<file path="src/rtl/clock_run_ctrl_pkg.sv">
// Shared types and defaults for the CPU clock run/halt/step controller.
package clock_run_ctrl_pkg;

    localparam int CNT_W_DEF = 32;
    localparam int DIV_DEF   = 5;

    typedef enum logic [1:0] {
        ST_HALT = 2'd0,
        ST_RUN  = 2'd1,
        ST_STEP = 2'd2,
        ST_STOP = 2'd3
    } state_t;

endpackage

</file>
<file path="src/rtl/clock_run_ctrl_if.sv">
// Operator/CPU request inputs and generated clock outputs of clock_run_ctrl.
interface clock_run_ctrl_if
    import clock_run_ctrl_pkg::*;
#(
    parameter int CNT_W = CNT_W_DEF
);
    logic             run_req;
    logic             step_req;
    logic             halt_in;
    logic             div_wr;
    logic [CNT_W-1:0] div_in;
    logic             clock;
    logic             clk_en;
    logic [1:0]       state_out;
    logic [CNT_W-1:0] cur_div;

    modport master (
        output run_req, step_req, halt_in, div_wr, div_in,
        input  clock, clk_en, state_out, cur_div
    );

    modport slave (
        input  run_req, step_req, halt_in, div_wr, div_in,
        output clock, clk_en, state_out, cur_div
    );
endinterface

</file>
<file path="src/rtl/clock_run_ctrl_half_counter.sv">
// Half-period counter: pulses o_tgl on the cycle the count reaches i_div.
module clk_half_counter
    import clock_run_ctrl_pkg::*;
#(
    parameter int CNT_W = CNT_W_DEF
) (
    input  logic             clk,
    input  logic             reset,
    input  logic             i_en,
    input  logic             i_clr,
    input  logic [CNT_W-1:0] i_div,
    output logic             o_tgl,
    output logic [CNT_W-1:0] o_cnt
);
    logic [CNT_W-1:0] r_cnt;

    assign o_tgl = i_en && (r_cnt == i_div);
    assign o_cnt = r_cnt;

    always_ff @(posedge clk) begin
        if (reset) begin
            r_cnt <= '0;
        end else if (i_clr) begin
            r_cnt <= '0;
        end else if (i_en) begin
            r_cnt <= o_tgl ? '0 : r_cnt + 1'b1;
        end
    end
endmodule

</file>
<file path="src/rtl/clock_run_ctrl.sv">
// Run/halt/single-step controller producing the divided CPU clock and its
// rising-edge enable, with glitch-free runtime divisor changes.
module clock_run_ctrl
    import clock_run_ctrl_pkg::*;
#(
    parameter int CNT_W       = CNT_W_DEF,
    parameter int DEFAULT_DIV = DIV_DEF
) (
    input  logic             clk,
    input  logic             reset,
    clock_run_ctrl_if.slave  bus
);
    localparam logic [CNT_W-1:0] DIV_RST = CNT_W'(DEFAULT_DIV);

    state_t           r_state;
    state_t           w_next;
    logic             r_clock;
    logic             r_clk_en;
    logic [CNT_W-1:0] r_active;
    logic [CNT_W-1:0] r_pending;
    logic [CNT_W-1:0] w_cnt;
    logic             w_tgl;
    logic             w_en;
    logic             w_clr;
    logic             w_fall;
    logic             w_rise;
    logic             w_apply;

    assign w_en    = (r_state != ST_HALT);
    assign w_fall  = w_tgl && r_clock;
    // A rise that would land in STOP is cancelled; STOP only finishes a high half.
    assign w_rise  = w_tgl && !r_clock && (r_state != ST_STOP);
    assign w_clr   = (r_state == ST_HALT) || (w_next == ST_HALT);
    assign w_apply = (r_state == ST_HALT) || w_fall;

    clk_half_counter #(.CNT_W(CNT_W)) u_cnt (
        .clk   (clk),
        .reset (reset),
        .i_en  (w_en),
        .i_clr (w_clr),
        .i_div (r_active),
        .o_tgl (w_tgl),
        .o_cnt (w_cnt)
    );

    always_comb begin
        w_next = r_state;
        unique case (r_state)
            ST_HALT: begin
                if (bus.run_req && !bus.halt_in) w_next = ST_RUN;
                else if (bus.step_req)           w_next = ST_STEP;
            end
            ST_RUN: begin
                if (!bus.run_req || bus.halt_in) w_next = ST_STOP;
            end
            ST_STEP: begin
                if (w_fall) w_next = ST_HALT;
            end
            ST_STOP: begin
                if (!r_clock || w_fall) w_next = ST_HALT;
            end
        endcase
    end

    always_ff @(posedge clk) begin
        if (reset) begin
            r_state   <= ST_HALT;
            r_clock   <= 1'b0;
            r_clk_en  <= 1'b0;
            r_active  <= DIV_RST;
            r_pending <= DIV_RST;
        end else begin
            r_state  <= w_next;
            r_clk_en <= w_rise;
            if ((r_state == ST_HALT) || w_fall) r_clock <= 1'b0;
            else if (w_rise)                    r_clock <= 1'b1;
            if (w_apply)    r_active  <= r_pending;
            if (bus.div_wr) r_pending <= bus.div_in;
        end
    end

    a_cnt_in_range: assert property (
        @(posedge clk) disable iff (reset) w_cnt <= r_active
    );

    assign bus.clock     = r_clock;
    assign bus.clk_en    = r_clk_en;
    assign bus.state_out = r_state;
    assign bus.cur_div   = r_active;
endmodule

</file>
<file path="src/flat_wrapper.sv">
// flat-port wrapper written by rule: the top's interface ports become plain ports
module clock_run_ctrl_flat import clock_run_ctrl_pkg::*;
#(
    parameter int CNT_W       = CNT_W_DEF,
    parameter int DEFAULT_DIV = DIV_DEF
)
  (clk, reset, bus_run_req, bus_step_req, bus_halt_in, bus_div_wr, bus_div_in, bus_clock, bus_clk_en, bus_state_out, bus_cur_div);
  clock_run_ctrl_if #(.CNT_W(CNT_W)) bus_i ();
  input  logic clk;
  input  logic reset;
  input wire logic [$bits(bus_i.run_req)-1:0] bus_run_req;
  input wire logic [$bits(bus_i.step_req)-1:0] bus_step_req;
  input wire logic [$bits(bus_i.halt_in)-1:0] bus_halt_in;
  input wire logic [$bits(bus_i.div_wr)-1:0] bus_div_wr;
  input wire logic [$bits(bus_i.div_in)-1:0] bus_div_in;
  output wire logic [$bits(bus_i.clock)-1:0] bus_clock;
  output wire logic [$bits(bus_i.clk_en)-1:0] bus_clk_en;
  output wire logic [$bits(bus_i.state_out)-1:0] bus_state_out;
  output wire logic [$bits(bus_i.cur_div)-1:0] bus_cur_div;
  assign bus_i.run_req = bus_run_req;
  assign bus_i.step_req = bus_step_req;
  assign bus_i.halt_in = bus_halt_in;
  assign bus_i.div_wr = bus_div_wr;
  assign bus_i.div_in = bus_div_in;
  assign bus_clock = bus_i.clock;
  assign bus_clk_en = bus_i.clk_en;
  assign bus_state_out = bus_i.state_out;
  assign bus_cur_div = bus_i.cur_div;
  clock_run_ctrl #(.CNT_W(CNT_W), .DEFAULT_DIV(DEFAULT_DIV)) u_core (.clk(clk), .reset(reset), .bus(bus_i));
endmodule
</file>
<file path="config.mk">
export PLATFORM = sky130hd
export DESIGN_NAME = clock_run_ctrl_flat
export DESIGN_NICKNAME = d
export VERILOG_FILES = /design/src/rtl/clock_run_ctrl_pkg.sv /design/src/rtl/clock_run_ctrl_if.sv /design/src/rtl/clock_run_ctrl_half_counter.sv /design/src/rtl/clock_run_ctrl.sv /design/src/flat_wrapper.sv
export SDC_FILE = /design/constraint.sdc
export NUM_CORES = 1
export LEC_CHECK = 0
export CORE_UTILIZATION = 50
export CTS_CLUSTER_SIZE = 25
export DETAILED_ROUTE_END_ITERATION = 10
export GPL_ROUTABILITY_DRIVEN = 1
export PLACE_DENSITY = 0.84
export RECOVER_POWER = 100
export SYNTH_ARGS = -nofsm -noshare
export SYNTH_HDL_FRONTEND = slang
export SYNTH_SLANG_ARGS = --single-unit
</file>
<file path="constraint.sdc">
create_clock -name clk -period 2.5 [get_ports clk]
set_input_delay 0.375 -clock clk [delete_from_list [all_inputs] [get_ports clk]]
set_output_delay 0.375 -clock clk [all_outputs]
set_load 0.01 [all_outputs]
</file>
==> impl_results.md, run 1 <==
* Fin. max-slew vios at 0
* Postcts setup bufs at 0
* Port Buffers at 73
* Clk buf depth at 2
* Max Freq at 448 MHz
* Setup-failing EPs final at 0
* Avg WL per Cell at 19.0 um
* Crit path arrival time at 2490 ps
* Pre-Repair DR Iteration Count at 5
* Crit-path cells: xor2_1 -> nor4_2 -> nand4_1 -> buf_4 -> o21ai_0 -> buf_4 -> nor2_1
* Net Count, Synth at 596
* Layout cells sized above 1 at 9.03%
* Setup TNS at 0 ps
* Hold Worst Slack at 344 ps
* CTS tree: done
* Clk sink count at 100
* Post-CTS resize count at 0
* Status: finished clean
* Sequential element share of the synthesized area at 38.5%
* Htree depth at 3
* Final instance area at 6070 um^2
* # IOs at 74
* DR iter-0 viols at 304
* Final HPWL DP at 9420 um
* Crit Path Class: reg2reg
* CTS buffer count at 9
* Vias in the first global route at 4523
* Area Overhead vs Synth at 16.8%
* Die area at 10800 um^2
* Asr flop ratio synth at 0%
* Worst Max-Slew Pin Slew at 1120 ps
* Nets@finish at 643
* Worst vdd ir at 0.282 mV
* Post-Synth Adder-Cell Area at 0.241%
* Synth Area in XOR/XNOR at 10.8%
* Post-synth cell types at 44
* Commonest non-fill, non-tap cell in the layout: dfxtp_1
* Global-route usage over all layers at 26.7%
* Post-route antenna net violation count at 0
* Worst path most repeated cell: buf_4
* Gpl congestion at 0.888
* Max Cap Viol at 0
* Worst-skew pair later-pin latency at 370 ps
* Routed WL at 14100 um
* Gate Count Post-Synth at 557
* Max_slew headroom at 25.1%
* DP Area at 5890 um^2
* Root Driver: clkbuf_8
* Via Count at 4615
* Post-synth top flop: dfxtp_1
* Area of the core at 9910 um^2
* Startpoint Class: register
* Pwr Total at 0.00337 W
* Reg clk slew, reported paths at 100 ps
* Pwr per Cell Area at 555 nW/um^2
* Yosys reg bits at 100
* Synth Warn # at 0
* Hold crit path type: in2reg
* Fillers at 849
* First-pass GRT wire length at 23200 um
* Fin crit period at 2230 ps
* Largest family of logic cells by synthesized area: simple AND/OR/NAND/NOR gates
* PnR worst setup slack at 269 ps
* Post-Place Worst Slack at 357 ps
* Post-synthesis simple-gate area fraction at 21.6%
* Most frequent cells in the layout: dfxtp_1, nor2_1, xor2_1
* Hold Vio Cnt, Final at 0
* CP max stage cell: nor4_2
* Number of synthesized flops with an enable pin at 0
* Largest stage delay, worst path at 460 ps
* Via density at 6.22
* Maximum number of pins on one net before global-route repair at 66
* Height of the die at 104 um
* DIE WIDTH at 104 um
* Largest fanout on the critical path at 22
* Post-Syn Area at 5200 um^2
* RSZ-0062 raised after global routing: false
* Worst setup EP type: register
* Layout Skew at 9.92 ps
* Hold-fix buffers at CTS at 0
* Residual DRC at 0
* Cell class contributing the biggest share of worst-path delay: simple AND/OR/NAND/NOR gates
* Synthesized area per cell at 9.34 um^2
* Diodes inserted at 0
* Compound-gate portion of the synthesized area at 15.8%
* Leak pwr at 2.35 nW
* Post-synthesis mux area share at 5.77%
* Crit share post-route at 89.2%
* Initial antenna violation count at 0
* Critical Path RT at 2760 ps
* Total grt overflow at 0
* Starting Density at 52.5%
* # rows at 36
* Worst Path Buf+Inv at 2
-- power breakdown --
group | internal, W | switching (W)
sequential | 0.00167 | 0.0000830
combinational | 0.000242 | 0.000315
clock | 0.000473 | 0.000592
total | 0.00238 | 0.000990
-- area by class of cell --
type | count | area, um^2 | share of cell area (%)
Clock inverter | 6 | 71.3 | 1.17
Timing Repair Buffer | 92 | 873 | 14.4
Multi-Input combinational cell | 394 | 2810 | 46.2
Inverter | 7 | 26.3 | 0.433
Sequential cell | 100 | 2000 | 33.0
Tap cell | 133 | 166 | 2.74
Clock buffer | 10 | 128 | 2.10
-- cell families (layout without fill, tap and decap cells) --
logic type                 Yosys count  in the layout
adders and majority gates            1              1
muxes                               30             30
DFF                                100            100
AOI/OAI and AO/OA                  104            104
and+or+nand+nor                    196            196
buffers and inverters               63            115
xor gates and xnor gates            63             63
-- layer usage --
layer | GRT usage [%] | part of all wire, % | vias up
met5 | 0 | 0 | -
met4 | 13.6 | 3.3 | 0
met3 | 4.20 | 6.0 | 39
met2 | 43.2 | 48 | 189
met1 | 34.5 | 43 | 2194
li1 | - | - | 2193
-- final timing paths --
kind	to	cells after the start	slack [ps]	start
setup / recovery	u_core.u_cnt.o_cnt[23]	7	270	u_core.u_cnt.o_cnt[12]
hold / removal	u_core.r_pending[12]	2	340	reset
setup reg to reg	u_core.u_cnt.o_cnt[23]	7	270	u_core.u_cnt.o_cnt[12]
hold reg to reg	u_core.r_pending[2]	2	500	u_core.r_pending[2]
-- metrics by stage --
step / util (%) / std cells
floorplan: - / 557
global placement: 59.5 / 726
detailed placement: 59.5 / 726
CTS: 61.5 / 742
global route: 61.3 / 742
finish: 61.3 / 742
-- Yosys cell counts (6+ instances only) --
| cell | number | area (um^2) |
|---|---|---|
| and3_1 | 6 | 37.5 |
| clkbuf_1 | 22 | 82.6 |
| nand3_1 | 11 | 55.1 |
| nand4_1 | 15 | 93.8 |
| dfxtp_1 | 100 | 2000 |
| buf_2 | 12 | 60.1 |
| and4_1 | 31 | 272 |
| inv_1 | 7 | 26.3 |
| nor2_1 | 67 | 251 |
| nor4_2 | 8 | 100 |
| o311ai_1 | 28 | 245 |
| nand2_1 | 41 | 154 |
| dlygate4sd3_1 | 6 | 60.1 |
| a31oi_1 | 32 | 200 |
| mux2i_1 | 30 | 300 |
| xor2_1 | 55 | 482 |
| o2111ai_1 | 30 | 263 |
| xnor2_1 | 7 | 61.3 |
| buf_6 | 7 | 78.8 |
-- sequential cells by signal, summed over array words and instances, names as in the netlist --
| name | flops |
|---|---|
| u_core.bus.cur_div | 32 |
| u_core.r_pending | 32 |
| u_core.u_cnt.o_cnt | 32 |
| u_core.bus.state_out | 2 |
| u_core.bus.clk_en | 1 |
| u_core.bus.clock | 1 |
-- worst reg2reg max path, delay by kind of cell (launching register included) --
family	cells	cell delay (ps)
AOI/OAI and AO/OA	1	270
xor gates and xnor gates	1	190
buffers and inverters	2	550
DFF	1	380
and+or+nand+nor	3	740
Power figures use the tool's default switching activity.
==> run 2: changes to the inputs <==
--- a/config.mk
+++ b/config.mk
@@ -5,11 +5,11 @@
 export SDC_FILE = /design/constraint.sdc
 export NUM_CORES = 1
 export LEC_CHECK = 0
-export CORE_UTILIZATION = 50
+export CORE_UTILIZATION = 59
 export CTS_CLUSTER_SIZE = 25
 export DETAILED_ROUTE_END_ITERATION = 10
 export GPL_ROUTABILITY_DRIVEN = 1
-export PLACE_DENSITY = 0.84
+export PLACE_DENSITY = 0.95
 export RECOVER_POWER = 100
 export SYNTH_ARGS = -nofsm -noshare
 export SYNTH_HDL_FRONTEND = slang
==> run 2 against run 1 <==
  * Sequential cell count unchanged
  * Core utilization increased by 10 points
  * Combinational power decreased by 2%
  * Clock skew increased by 4.8 ps
  * Global-route usage increased by 6.4 points
  * Critical path depth unchanged
  * Worst hold slack improved by 130 ps
  * Sequential power about the same
  * Cell count decreased by 4.0%
  * Cell area decreased by 1.4%
  * Clock power decreased by 9%
  * Sequential share of layout area increased by 0.45 points
  * Critical path type unchanged
  * Critical endpoint is now u_core.u_cnt.o_cnt[13]
  * Highest routed layer unchanged
==> impl_results.md, run 2 (same netlist as run 1, synthesis figures left out) <==
* Leak pwr at 2.33 nW (was 2.35 nW)
* Worst R2R Setup Slack at 160 ps (was 270 ps)
* Clk buf depth at 2 (unchanged)
* Vias in the first global route at 4647 (was 4523)
* RSZ-0062 raised after global routing: false (unchanged)
* Area of the core at 8380 um^2 (was 9910 um^2)
* Crit Path Class: reg2reg (unchanged)
* Routed WL at 14300 um (was 14100 um)
* Crit-path cells: xor2_1 -> nor4_1 -> nand4_2 -> buf_4 -> o21ai_0 -> clkbuf_2 -> nor2_1 (was xor2_1 -> nor4_2 -> nand4_1 -> buf_4 -> o21ai_0 -> buf_4 -> nor2_1)
* Starting Density at 62.1% (was 52.5%)
* Global-route usage over all layers at 33.1% (was 26.7%)
* Largest fanout on the critical path at 17 (was 22)
* Residual DRC at 0 (unchanged)
* Crit share post-route at 93.5% (was 89.2%)
* Final HPWL DP at 9700 um (was 9420 um)
* Critical Path RT at 2750 ps (was 2760 ps)
* Post-CTS resize count at 0 (unchanged)
* Layout cells sized above 1 at 8.73% (was 9.03%)
* Hold Path Depth at 3 (was 2)
* Via Count at 4850 (was 4615)
* # rows at 33 (was 36)
* Worst r2r src: u_core.bus.cur_div[17] (was u_core.u_cnt.o_cnt[12])
* Port Buffers at 73 (unchanged)
* Hold crit path type: in2reg (unchanged)
* Clk sink count at 100 (unchanged)
* DIE WIDTH at 95.9 um (was 104 um)
* Fin. max-slew vios at 0 (unchanged)
* CTS tree: done (unchanged)
* Total grt overflow at 0 (unchanged)
* Max Cap Viol at 0 (unchanged)
* Worst Max-Slew Pin Slew at 1100 ps (was 1120 ps)
* Post-route antenna net violation count at 0 (unchanged)
* Height of the die at 95.9 um (was 104 um)
* Startpoint Class: register (unchanged)
* Via density at 6.81 (was 6.22)
* Pwr per Cell Area at 544 nW/um^2 (was 555 nW/um^2)
* Hold-fix buffers at CTS at 0 (unchanged)
* FF-to-FF End: u_core.u_cnt.o_cnt[13] (was u_core.u_cnt.o_cnt[23])
* First-pass GRT wire length at 23200 um (about the same)
* Most frequent cells in the layout: dfxtp_1, nor2_1, xor2_1 (unchanged)
* Nets@finish at 641 (was 643)
* CTS buffer count at 9 (unchanged)
* Worst hold path endpoint: u_core.u_cnt.o_cnt[1] (was u_core.r_pending[12])
* Crit path arrival time at 2590 ps (was 2490 ps)
* Largest stage delay, worst path at 540 ps (was 460 ps)
* Initial antenna violation count at 0 (unchanged)
* Area Overhead vs Synth at 15.2% (was 16.8%)
* Maximum number of pins on one net before global-route repair at 82 (was 66)
* Layout Skew at 14.8 ps (was 9.92 ps)
* Root Driver: clkbuf_8 (unchanged)
* # IOs at 74 (unchanged)
* Final cell count without fillers at 712 (was 742)
* Reg clk slew, reported paths at 110 ps (was 100 ps)
* Worst-skew pair later-pin latency at 380 ps (was 370 ps)
* Worst setup EP type: register (unchanged)
* Hold_sp: reset (unchanged)
* DR iter-0 viols at 424 (was 304)
* CP max stage cell: nor4_1 (was nor4_2)
* Placed Cells at 696 (was 726)
* Max_slew headroom at 26.7% (was 25.1%)
* Postcts setup bufs at 0 (unchanged)
* Setup-failing EPs final at 0 (unchanged)
* Pre-Repair DR Iteration Count at 7 (was 5)
* Fin crit period at 2340 ps (was 2230 ps)
* Status: finished clean (unchanged)
* Die area at 9190 um^2 (was 10800 um^2)
* Avg WL per Cell at 20.1 um (was 19.0 um)
* Hold Vio Cnt, Final at 0 (unchanged)
* Diodes inserted at 0 (unchanged)
* R2R depth at 7 (unchanged)
* Setup TNS at 0 ps (unchanged)
* Commonest non-fill, non-tap cell in the layout: dfxtp_1 (unchanged)
* Gpl congestion at 0.950 (was 0.888)
* Max Freq at 428 MHz (was 448 MHz)
* Htree depth at 3 (unchanged)
* Worst vdd ir at 0.340 mV (was 0.282 mV)
-- run 2: final cells by class --
class / count / area (um^2)
Timing Repair Buffer: 90 / 851
Inverter: 7 / 26.3
Clock buffer: 10 / 128
Multi-Input combinational cell: 394 / 2810
Clock inverter: 6 / 46.3
Fill cell: 629 / 2390
Sequential cell: 100 / 2000
Tap cell: 105 / 131
-- run 2: where the power goes --
part / total, W / switching [W] / internal, W
Clock: 0.000960 / 0.000590 / 0.000370
Sequential: 0.00176 / 0.0000904 / 0.00167
Combinational: 0.000544 / 0.000309 / 0.000235
Total: 0.00326 / 0.000990 / 0.00227
-- run 2: through the flow --
stage               cell area [um^2]  utilization, %  hold slack (ps)  power, W  worst slack (ps)
CTS                             6020            71.8              462   0.00327               428
global placement                5840            69.7              477   0.00232               513
floorplan                       5200               -              451   0.00211               731
detailed placement              5840            69.7              484   0.00235               456
finish                          5990            71.5              478   0.00326               163
global route                    5990            71.5              486   0.00338              92.0
-- run 2: worst max-delay path by stage --
stage,from,end,slack [ps]
CTS,u_core.u_cnt.o_cnt[21],u_core.bus.cur_div[2],430
global route,u_core.bus.cur_div[17],u_core.u_cnt.o_cnt[13],90
floorplan,u_core.bus.state_out[1],u_core.bus.cur_div[9],730
finish,u_core.bus.cur_div[17],u_core.u_cnt.o_cnt[13],160
detailed placement,u_core.bus.state_out[0],u_core.u_cnt.o_cnt[22],460
global placement,u_core.bus.cur_div[17],u_core.bus.cur_div[26],510
-- run 2: layer usage --
metal	vias to the layer above	GRT usage [%]	part of all wire, %
met3	50	5.77	8.1
met5	-	0	0
met2	264	52.7	48
met4	0	15.7	3.6
met1	2345	43.6	40
li1	2191	-	-
-- run 2: critical path, delay by kind of cell, from the launching register on --
kind	cells	cell delay [ps]
simple gates	3	810
buf+inv	2	560
flops	1	470
compound gates	1	230
xor+xnor	1	140
==> run 3: changes to the inputs <==
--- a/config.mk
+++ b/config.mk
@@ -5,7 +5,8 @@
 export SDC_FILE = /design/constraint.sdc
 export NUM_CORES = 1
 export LEC_CHECK = 0
-export CORE_UTILIZATION = 59
+export CORE_UTILIZATION = 60
+export CTS_BUF_LIST = sky130_fd_sc_hd__clkbuf_2 sky130_fd_sc_hd__clkbuf_4 sky130_fd_sc_hd__clkbuf_8
 export CTS_CLUSTER_SIZE = 25
 export DETAILED_ROUTE_END_ITERATION = 10
 export GPL_ROUTABILITY_DRIVEN = 1
==> run 3 against run 2 <==
  * Worst setup slack worse by 25 ps
  * Sequential cell count unchanged
  * First-iteration DRC count grew 20%
  * Global-route usage up 0.35 points
  * Sequential share of layout area increased by 0.15 points
  * Worst hold slack gained 30 ps
  * Cell count is 0.84% lower
  * Via count down 0.37%
  * Fmax fell by 1.1%
  * Non-clock buffer count shrank 6
  * Core utilization rose by 0.38 points
  * Total power about the same
  * Critical path type is now reg2out
==> impl_results.md, run 3 (same netlist as run 1, synthesis figures left out) <==
* Cell class contributing the biggest share of worst-path delay: buffers and inverters (was simple AND/OR/NAND/NOR gates)
* Hold Vio Cnt, Final at 0 (unchanged)
* Hold crit path type: in2reg (unchanged)
* CTS tree: done (unchanged)
* Crit-path cells: buf_2 -> clkdlybuf4s50_1 (was xor2_1 -> nor4_1 -> nand4_2 -> buf_4 -> o21ai_0 -> clkbuf_2 -> nor2_1)
* Starting Density at 62.7% (was 62.1%)
* Worst R2R Setup Slack at 270 ps (was 160 ps)
* First-pass GRT wire length at 23300 um (was 23200 um)
* Setup TNS at 0 ps (unchanged)
* Setup-failing EPs final at 0 (unchanged)
* Initial antenna violation count at 0 (unchanged)
* Post-CTS resize count at 0 (unchanged)
* Reg clk slew, reported paths at 100 ps (was 110 ps)
* Max Freq at 423 MHz (was 428 MHz)
* Layout Skew at 13.9 ps (was 14.8 ps)
* Status: finished clean (unchanged)
* Global-route usage over all layers at 33.5% (was 33.1%)
* DR iter-0 viols at 509 (was 424)
* RSZ-0062 raised after global routing: false (unchanged)
* CP max stage cell: clkdlybuf4s50_1 (was nor4_1)
* Leak pwr at 2.31 nW (was 2.33 nW)
* Worst r2r src: u_core.bus.cur_div[17] (unchanged)
* Diodes inserted at 0 (unchanged)
* Hold-fix buffers at CTS at 0 (unchanged)
* Critical Path RT at 2120 ps (was 2750 ps)
* Worst vdd ir at 0.419 mV (was 0.340 mV)
* Max Cap Viol at 0 (unchanged)
* Height of the die at 95.1 um (was 95.9 um)
* Worst Path Buf+Inv at 2 (unchanged)
* Pwr per Cell Area at 547 nW/um^2 (was 544 nW/um^2)
* Via density at 6.84 (was 6.81)
* CP Depth at 2 (was 7)
* Root Driver: clkbuf_8 (unchanged)
* Max_slew headroom at 28.9% (was 26.7%)
* Worst setup EP type: output pin (was register)
* Post-layout util at 71.9% (was 71.5%)
* Vias in the first global route at 4615 (was 4647)
* Critical Path Sink: bus_clock (was u_core.u_cnt.o_cnt[13])
* Startpoint Class: register (unchanged)
* R2R depth at 5 (was 7)
* Worst-skew pair later-pin latency at 390 ps (was 380 ps)
* # IOs at 74 (unchanged)
* # rows at 33 (unchanged)
* Residual DRC at 0 (unchanged)
* Pre-Repair DR Iteration Count at 6 (was 7)
* Area Overhead vs Synth at 14.7% (was 15.2%)
* Nets@finish at 635 (was 641)
* Crit path arrival time at 1990 ps (was 2590 ps)
* Die area at 9040 um^2 (was 9190 um^2)
* Clk sink count at 100 (unchanged)
* Crit Path Class: reg2out (was reg2reg)
* Largest stage delay, worst path at 680 ps (was 540 ps)
* Critical path origin: u_core.bus.clock (was u_core.bus.cur_div[17])
* Fin. max-slew vios at 0 (unchanged)
* Layout cells sized above 1 at 7.99% (was 8.73%)
* Final HPWL DP at 9560 um (was 9700 um)
* Post-route antenna net violation count at 0 (unchanged)
* Routed WL at 14400 um (was 14300 um)
* Port Buffers at 73 (unchanged)
* Crit share post-route at 94.5% (was 93.5%)
* Hold_sp: reset (unchanged)
* Avg WL per Cell at 20.3 um (was 20.1 um)
* Maximum number of pins on one net before global-route repair at 66 (was 82)
* DIE WIDTH at 95.1 um (was 95.9 um)
* Total grt overflow at 0 (unchanged)
* FF-to-FF End: u_core.bus.cur_div[24] (was u_core.u_cnt.o_cnt[13])
* Htree depth at 3 (unchanged)
* Fin crit period at 2360 ps (was 2340 ps)
* Area of the core at 8300 um^2 (was 8380 um^2)
* Largest fanout on the critical path at 36 (was 17)
* Most frequent cells in the layout: dfxtp_1, nor2_1, xor2_1 (unchanged)
* Worst Max-Slew Pin Slew at 1070 ps (was 1100 ps)
* CTS buffer count at 9 (unchanged)
* Commonest non-fill, non-tap cell in the layout: dfxtp_1 (unchanged)
* Gpl congestion at 0.896 (was 0.950)
* Clk buf depth at 2 (unchanged)
* Postcts setup bufs at 0 (unchanged)
* Via Count at 4832 (was 4850)
## run 3: cell count changes in the layout (fill, tap and decap cells not counted), sizes merged
cell and change:
clkinvlp +1, buf -3, clkbuf -4
## run 3: worst min path at each step
stage	slack [ps]	cells past startpoint	endpoint
4_1_cts	490	3	u_core.bus.clk_en
2_1_floorplan	450	1	u_core.u_cnt.o_cnt[0]
6_report	510	3	u_core.bus.clock
3_5_place_dp	490	1	u_core.u_cnt.o_cnt[0]
5_1_grt	510	3	u_core.bus.clock
3_3_place_gp	470	1	u_core.u_cnt.o_cnt[0]
## run 3: worst register-to-register path: stages, from the launching register on
cell and delay, ps:
dfxtp_1 450, xor2_1 110, nor4_1 470, and4_1 390, nand2_4 250, o311ai_0 430
## run 3: cell type report
type / count / area [um^2]
fillers: 591 / 2340
flip-flops and latches: 100 / 2000
repair buffers: 84 / 826
multi-input cells: 394 / 2800
well taps: 105 / 131
clock inverters: 7 / 50.0
inverters: 7 / 26.3
clock buffers: 9 / 124
## run 3: metal layers
metal	track usage [%]	routed length, um
met2	53.9	6880
met3	6.46	1190
met1	43.8	5780
met4	13.8	500
met5	0	0
## run 3: power by group
| group | switching, W | internal (W) |
|---|---|---|
| Sequential | 0.0000954 | 0.00167 |
| Clock | 0.000606 | 0.000365 |
| Combinational | 0.000300 | 0.000230 |
| Total | 0.00100 | 0.00226 |
## run 3: through the flow
stage	total power, W	cell area, um^2	hold slack (ps)	instances	setup WS (ps)
6_report	0.00326	5960	509	706	137
2_1_floorplan	0.00211	5200	451	557	731
3_3_place_gp	0.00231	5810	468	690	499
3_5_place_dp	0.00234	5810	491	690	421
5_1_grt	0.00338	5960	514	706	107
4_1_cts	0.00327	5990	487	706	387
